--- config.mk ---
export PLATFORM = sky130hd
export DESIGN_NAME = pr_free_list
export DESIGN_NICKNAME = d
export VERILOG_FILES = /design/src/rtl/pr_free_list_pkg.sv /design/src/rtl/pr_free_list_ckpt_table.sv /design/src/rtl/pr_free_list.sv
export SDC_FILE = /design/constraint.sdc
export NUM_CORES = 1
export LEC_CHECK = 0
export ABC_AREA = 1
export BUFFER_PORTS_ARGS = -buffer_cell sky130_fd_sc_hd__buf_4
export CAP_MARGIN = 20
export CORE_MARGIN = 3
export CORE_UTILIZATION = 57
export DETAILED_ROUTE_END_ITERATION = 8
export PLACE_DENSITY = 0.8
export RECOVER_POWER = 25
export SLEW_MARGIN = 20
export SYNTH_ARGS = -nofsm -noshare
export SYNTH_HDL_FRONTEND = slang
export SYNTH_SLANG_ARGS = --single-unit
export TNS_END_PERCENT = 10
--- constraint.sdc ---
create_clock -name clk -period 16.32 [get_ports clk]
set_input_delay 3.264 -clock clk [delete_from_list [all_inputs] [get_ports clk]]
set_output_delay 3.264 -clock clk [all_outputs]
set_load 0.02 [all_outputs]
--- src/rtl/pr_free_list_pkg.sv ---
// Shared types and default sizing for the physical-register free list.
package pr_free_list_pkg;

    localparam int FL_NUM_PR   = 64;
    localparam int FL_NUM_ARCH = 32;
    localparam int FL_NUM_FREE = 2;
    localparam int FL_NUM_CKPT = 4;

    localparam int FL_DEPTH = FL_NUM_PR - FL_NUM_ARCH;
    localparam int FL_PTR_W = $clog2(FL_DEPTH) + 1;

    typedef logic [$clog2(FL_NUM_PR)-1:0]   pr_tag_t;
    typedef logic [FL_PTR_W-1:0]            fl_ptr_t;
    typedef logic [$clog2(FL_NUM_CKPT)-1:0] ckpt_id_t;

endpackage

--- src/rtl/pr_free_list_ckpt_table.sv ---
// Checkpoint table of free-list head pointers: one write port, one asynchronous read port.
module pr_ckpt_table
    import pr_free_list_pkg::*;
#(
    parameter int PTR_W    = FL_PTR_W,
    parameter int NUM_CKPT = FL_NUM_CKPT
) (
    input  logic                        clk,
    input  logic                        rst,
    input  logic                        we_i,
    input  logic [$clog2(NUM_CKPT)-1:0] wid_i,
    input  logic [PTR_W-1:0]            wdata_i,
    input  logic [$clog2(NUM_CKPT)-1:0] rid_i,
    output logic [PTR_W-1:0]            rdata_o
);

    logic [PTR_W-1:0] slot_q [NUM_CKPT];

    always_ff @(posedge clk or posedge rst) begin
        if (rst) begin
            for (int i = 0; i < NUM_CKPT; i++) begin
                slot_q[i] <= '0;
            end
        end else if (we_i) begin
            slot_q[wid_i] <= wdata_i;
        end
    end

    assign rdata_o = slot_q[rid_i];

endmodule

--- src/rtl/pr_free_list.sv ---
// Physical-register free list: 2-wide all-or-nothing allocation, multi-port release, one-cycle recall.
// Optional macro FREELIST_STATS_EN adds the saturating alloc_stall_cnt_o counter.
module pr_free_list
    import pr_free_list_pkg::*;
#(
    parameter int NUM_PR   = FL_NUM_PR,
    parameter int NUM_ARCH = FL_NUM_ARCH,
    parameter int NUM_FREE = FL_NUM_FREE,
    parameter int NUM_CKPT = FL_NUM_CKPT
) (
    input  logic                                clk,
    input  logic                                rst,
    input  logic [1:0]                          alloc_req_i,
    input  logic                                ext_stall_i,
    output logic [$clog2(NUM_PR)-1:0]           alloc_addr_o [2],
    output logic                                alloc_ok_o,
    input  logic [NUM_FREE-1:0]                 free_en_i,
    input  logic [$clog2(NUM_PR)-1:0]           free_addr_i [NUM_FREE],
    input  logic                                ckpt_take_i,
    input  logic [$clog2(NUM_CKPT)-1:0]         ckpt_id_i,
    input  logic                                if_recall_i,
    input  logic [$clog2(NUM_CKPT)-1:0]         recall_id_i,
    output logic [$clog2(NUM_PR-NUM_ARCH):0]    free_count_o
`ifdef FREELIST_STATS_EN
    ,
    output logic [31:0]                         alloc_stall_cnt_o
`endif
);

    localparam int D     = NUM_PR - NUM_ARCH;
    localparam int IDX_W = $clog2(D);
    localparam int PTR_W = IDX_W + 1;
    localparam int TAG_W = $clog2(NUM_PR);

    logic [PTR_W-1:0] head_q, head_d;
    logic [PTR_W-1:0] tail_q, tail_d;
    logic [PTR_W-1:0] ckpt_rd;
    logic [PTR_W-1:0] fcnt;
    logic [PTR_W-1:0] req_cnt;
    logic [PTR_W-1:0] free_cnt;
    logic [IDX_W-1:0] lane1_idx;
    logic [IDX_W-1:0] wr_idx [NUM_FREE];
    logic [TAG_W-1:0] mem_q [D];
    logic [NUM_CKPT-1:0] ckpt_vld_q, ckpt_vld_d;
    logic             grant;
    logic             ckpt_we;

    // Lane 1 reads one slot further only when lane 0 also consumes a tag.
    always_comb begin
        req_cnt    = PTR_W'(alloc_req_i[0]) + PTR_W'(alloc_req_i[1]);
        fcnt       = tail_q - head_q;
        grant      = (|alloc_req_i) && !ext_stall_i && !if_recall_i && (fcnt >= req_cnt);
        lane1_idx  = head_q[IDX_W-1:0] + {{(IDX_W-1){1'b0}}, alloc_req_i[0]};
        alloc_addr_o[0] = mem_q[head_q[IDX_W-1:0]];
        alloc_addr_o[1] = mem_q[lane1_idx];
        alloc_ok_o   = grant;
        free_count_o = fcnt;
    end

    always_comb begin
        free_cnt = '0;
        for (int i = 0; i < NUM_FREE; i++) begin
            wr_idx[i] = tail_q[IDX_W-1:0] + free_cnt[IDX_W-1:0];
            free_cnt  = free_cnt + PTR_W'(free_en_i[i]);
        end
        tail_d = tail_q + free_cnt;
    end

    // Recall wins over allocation and suppresses the checkpoint write.
    always_comb begin
        head_d     = head_q;
        ckpt_we    = ckpt_take_i && !if_recall_i;
        ckpt_vld_d = ckpt_vld_q;
        if (if_recall_i) begin
            head_d = ckpt_rd;
        end else if (grant) begin
            head_d = head_q + req_cnt;
        end
        if (ckpt_we) begin
            ckpt_vld_d[ckpt_id_i] = 1'b1;
        end
    end

    always_ff @(posedge clk or posedge rst) begin
        if (rst) begin
            head_q     <= '0;
            tail_q     <= PTR_W'(D);
            ckpt_vld_q <= '0;
        end else begin
            head_q     <= head_d;
            tail_q     <= tail_d;
            ckpt_vld_q <= ckpt_vld_d;
        end
    end

    always_ff @(posedge clk or posedge rst) begin
        if (rst) begin
            for (int i = 0; i < D; i++) begin
                mem_q[i] <= TAG_W'(NUM_ARCH + i);
            end
        end else begin
            for (int i = 0; i < NUM_FREE; i++) begin
                if (free_en_i[i]) begin
                    mem_q[wr_idx[i]] <= free_addr_i[i];
                end
            end
        end
    end

    pr_ckpt_table #(
        .PTR_W    (PTR_W),
        .NUM_CKPT (NUM_CKPT)
    ) u_ckpt (
        .clk     (clk),
        .rst     (rst),
        .we_i    (ckpt_we),
        .wid_i   (ckpt_id_i),
        .wdata_i (head_d),
        .rid_i   (recall_id_i),
        .rdata_o (ckpt_rd)
    );

`ifdef FREELIST_STATS_EN
    logic [31:0] stall_cnt_q, stall_cnt_d;

    always_comb begin
        stall_cnt_d = stall_cnt_q;
        if ((|alloc_req_i) && !ext_stall_i && !if_recall_i && !grant && (stall_cnt_q != '1)) begin
            stall_cnt_d = stall_cnt_q + 32'd1;
        end
    end

    always_ff @(posedge clk or posedge rst) begin
        if (rst) begin
            stall_cnt_q <= '0;
        end else begin
            stall_cnt_q <= stall_cnt_d;
        end
    end

    assign alloc_stall_cnt_o = stall_cnt_q;
`endif

    a_free_overflow: assert property (@(posedge clk) disable iff (rst)
        free_cnt <= (PTR_W'(D) - fcnt));

    a_recall_valid: assert property (@(posedge clk) disable iff (rst)
        if_recall_i |-> ckpt_vld_q[recall_id_i]);

endmodule

==> metrics.txt <==
post-synth net total 2237; Worst Hold Class reg2reg; DRT Pass-1 Iters 7; Placer Congestion 0.985; die area 28800 um^2; Die Y 170 um; cell area after synthesis 15300 um^2; largest net degree at the start of global routing 119; Longest Clk Path Bufs 3; fin cells 2462; share of post-route cells with drive strength above 1 13.1%; Static Leakage 7.02 nW; initial antenna violation count 0; Via-to-Cell Ratio 6.26; Die W 170 um; number of setup buffers added after CTS 0; flop-to-flop setup slack 12930 ps; reg2reg path depth 14; Slew @ Worst Pin 5120 ps; clock root buffer clkbuf_16; Critical R2R Capture u_ckpt.slot_q[0]; Hold Path Stages 2; Routed Wire Length 51400 um; post-DP HPWL 34000 um; Synth top area share 19.4%; effective utilization at floorplan 58.3%; gr usage total 35.2%; n_diodes 0; H-tree levels 1; Syn-to-layout area delta 7.18%; Netlist cell types 38; Finish-stage setup viols 0; worst-path fanout max 85; Slew Viols, Final 119; Worst Path Required 13060 ps; CP arrival 6210 ps; yosys warns 0; filler cell count 2340; Worst setup SP type primary input; Overflow after GRT 0; cell area after layout 16400 um^2; first-pass GRT wire length 80100 um; kind of critical path in2out; minimum clock period 9480 ps; dpl cell area 15400 um^2; vias in the first global route 14098; RSZ-0062 raised after global routing no; Place WS 6940 ps; Area contributors post-synth dfstp_2 19%, dfrtp_1 19%, nand2_1 14%, o21ai_0 12%, o21ai_1 7.4%; critical path capture point type output port; CTS sink cnt 228; cell taking the most area after synthesis dfstp_2; Post-CTS Resized 0; Reg clk slew, reported paths 60 ps; EDFF count, synth 0; Critical R2R Launch head_q[1]; count of hold-fix buffers inserted at cts 0; Worst Hold End u_ckpt.slot_q[2]; Core Util, Final 62.5%; CTS buffer count 27; drt drc 0; Synth async-reset ratio 100%; Worst Hold Launch u_ckpt.slot_q[2]; final worst slack 6840 ps; predominant post-synthesis flop cell dfrtp_1; IO Count 44; Setup TNS Final 0 ps; DP Cell Count 2412; Final ANT Viol Nets 0; Clock Latency Late Sink 540 ps; syn_area_per_cell 6.96 um^2; post-synthesis sequential area ratio 38.3%; Core Area 26200 um^2; TritonCTS clock tree done; failing checks max-capacitance violations, max-slew violations; fmax 0.106 GHz; 1st-iter DRT viols 2069; Max-slew headroom -243%; status complete, but fails checks; Mapped Cells 2193; Nets 2151; Synth Register Bits 228; wire length per cell 20.9 um; skew final 17.7 ps; # rows 59; Max-cap violations 1; Hold Fails Final Rpt 0; port buffer count 43; PwrDens 197 nW/um^2; Vias 15424; fin crit share 58.1%; Peak VDD IR 108 uV
==> per-stage QoR <==
| step | hold slack (ps) | total power, mW |
|---|---|---|
| after global placement | 456 | 2.48 |
| after floorplan | 444 | 2.10 |
| final | 476 | 3.22 |
| after detailed placement | 460 | 2.53 |
| after CTS | 477 | 3.18 |
| after global routing | 489 | 3.44 |
==> per-layer routing <==
metal  part of all wire (%)  GRT usage [%]  up-vias
li1                       -              -     7210
met1                     41           50.4     7107
met2                     43           52.9      950
met3                     12           7.27      157
met4                    4.4           13.3        0
met5                      0              0        -
==> layout by cell type (no fill, tap or decap), drive strengths merged, types with 4 or more instances in the layout <==
cell,netlist,layout
nor3,27,27
nand4,7,7
clkbuf,130,44
inv,151,150
nand2,594,594
o21ai,605,605
and2,4,4
nor2,68,68
o211ai,83,83
a21oi,108,108
a31oi,6,6
dfrtp,115,115
dfstp,113,113
ha,16,16
nand3,87,87
buf,53,66
xor2,12,12
clkinv,0,4
==> kinds of logic after synthesis <==
| logic type | after synthesis | synth area share [%] |
|---|---|---|
| flops | 228 | 38.3 |
| compound gates | 808 | 28.0 |
| fa+ha+maj | 19 | 1.70 |
| xor+xnor | 15 | 1.23 |
| buf+inv | 334 | 9.00 |
| simple gates | 789 | 21.8 |
==> state kept, by name, summed over array words and instances, names as in the netlist <==
signal         cells
tail_q             6
mem_q            192
head_q             6
u_ckpt.slot_q     24
==> worst max-delay path, cell delays in order <==
cell      delay, ps
buf_4           140
ha_4            160
ha_2            300
buf_4           700
inv_1           440
a21oi_1         230
o21ai_0         120
nand3_1          90
o211ai_1         90
nand2_1          90
nor2_1           50
a31oi_1         310
buf_4           210
==> where the power goes <==
| part | internal (mW) | switching [mW] | total [mW] |
|---|---|---|---|
| Clock | 0.390 | 0.244 | 0.634 |
| Sequential | 0.886 | 0.221 | 1.11 |
| Combinational | 0.511 | 0.965 | 1.48 |
==> worst max-delay path by stage <==
stage,startpoint,endpoint,slack (ps),cells after the start
6_report,alloc_req_i[0],alloc_addr_o[5],6840,13
5_1_grt,alloc_req_i[0],alloc_addr_o[5],6660,13
4_1_cts,alloc_req_i[0],alloc_addr_o[5],6930,13
3_5_place_dp,alloc_req_i[0],alloc_addr_o[5],6940,13
3_3_place_gp,alloc_req_i[0],alloc_addr_o[1],6990,13
2_1_floorplan,rst,head_q[0],7000,1
==> Yosys cell counts, types with 2 or more instances <==
master and number:
buf_2 33, nand2_1 576, buf_1 10, nand4_1 7, xor2_1 10, clkbuf_1 130, o21ai_1 227, nand2_2 16
nor3_1 9, a31oi_1 6, nor3_2 13, o22ai_1 3, o21ai_0 377, xor2_4 2, nor3_4 5, inv_2 3
nand3_1 86, dfrtp_1 115, nor2_1 68, buf_6 10, a21oi_1 108, and2_1 4, fa_1 3, dfstp_2 113
xnor2_1 2, inv_4 2, ha_1 16, nand2_4 2, o211ai_1 83, inv_1 146
==> final cells by class <==
class | instances | area, um^2 | share of cell area, %
multi-input combinational | 1631 | 8090 | 49.4
clock inverter | 7 | 110 | 0.673
inverter | 151 | 573 | 3.50
tap | 335 | 419 | 2.56
clock buffer | 42 | 822 | 5.02
sequential | 228 | 5850 | 35.7
timing repair buffer | 68 | 504 | 3.08
(Power assumes the default switching activity.)
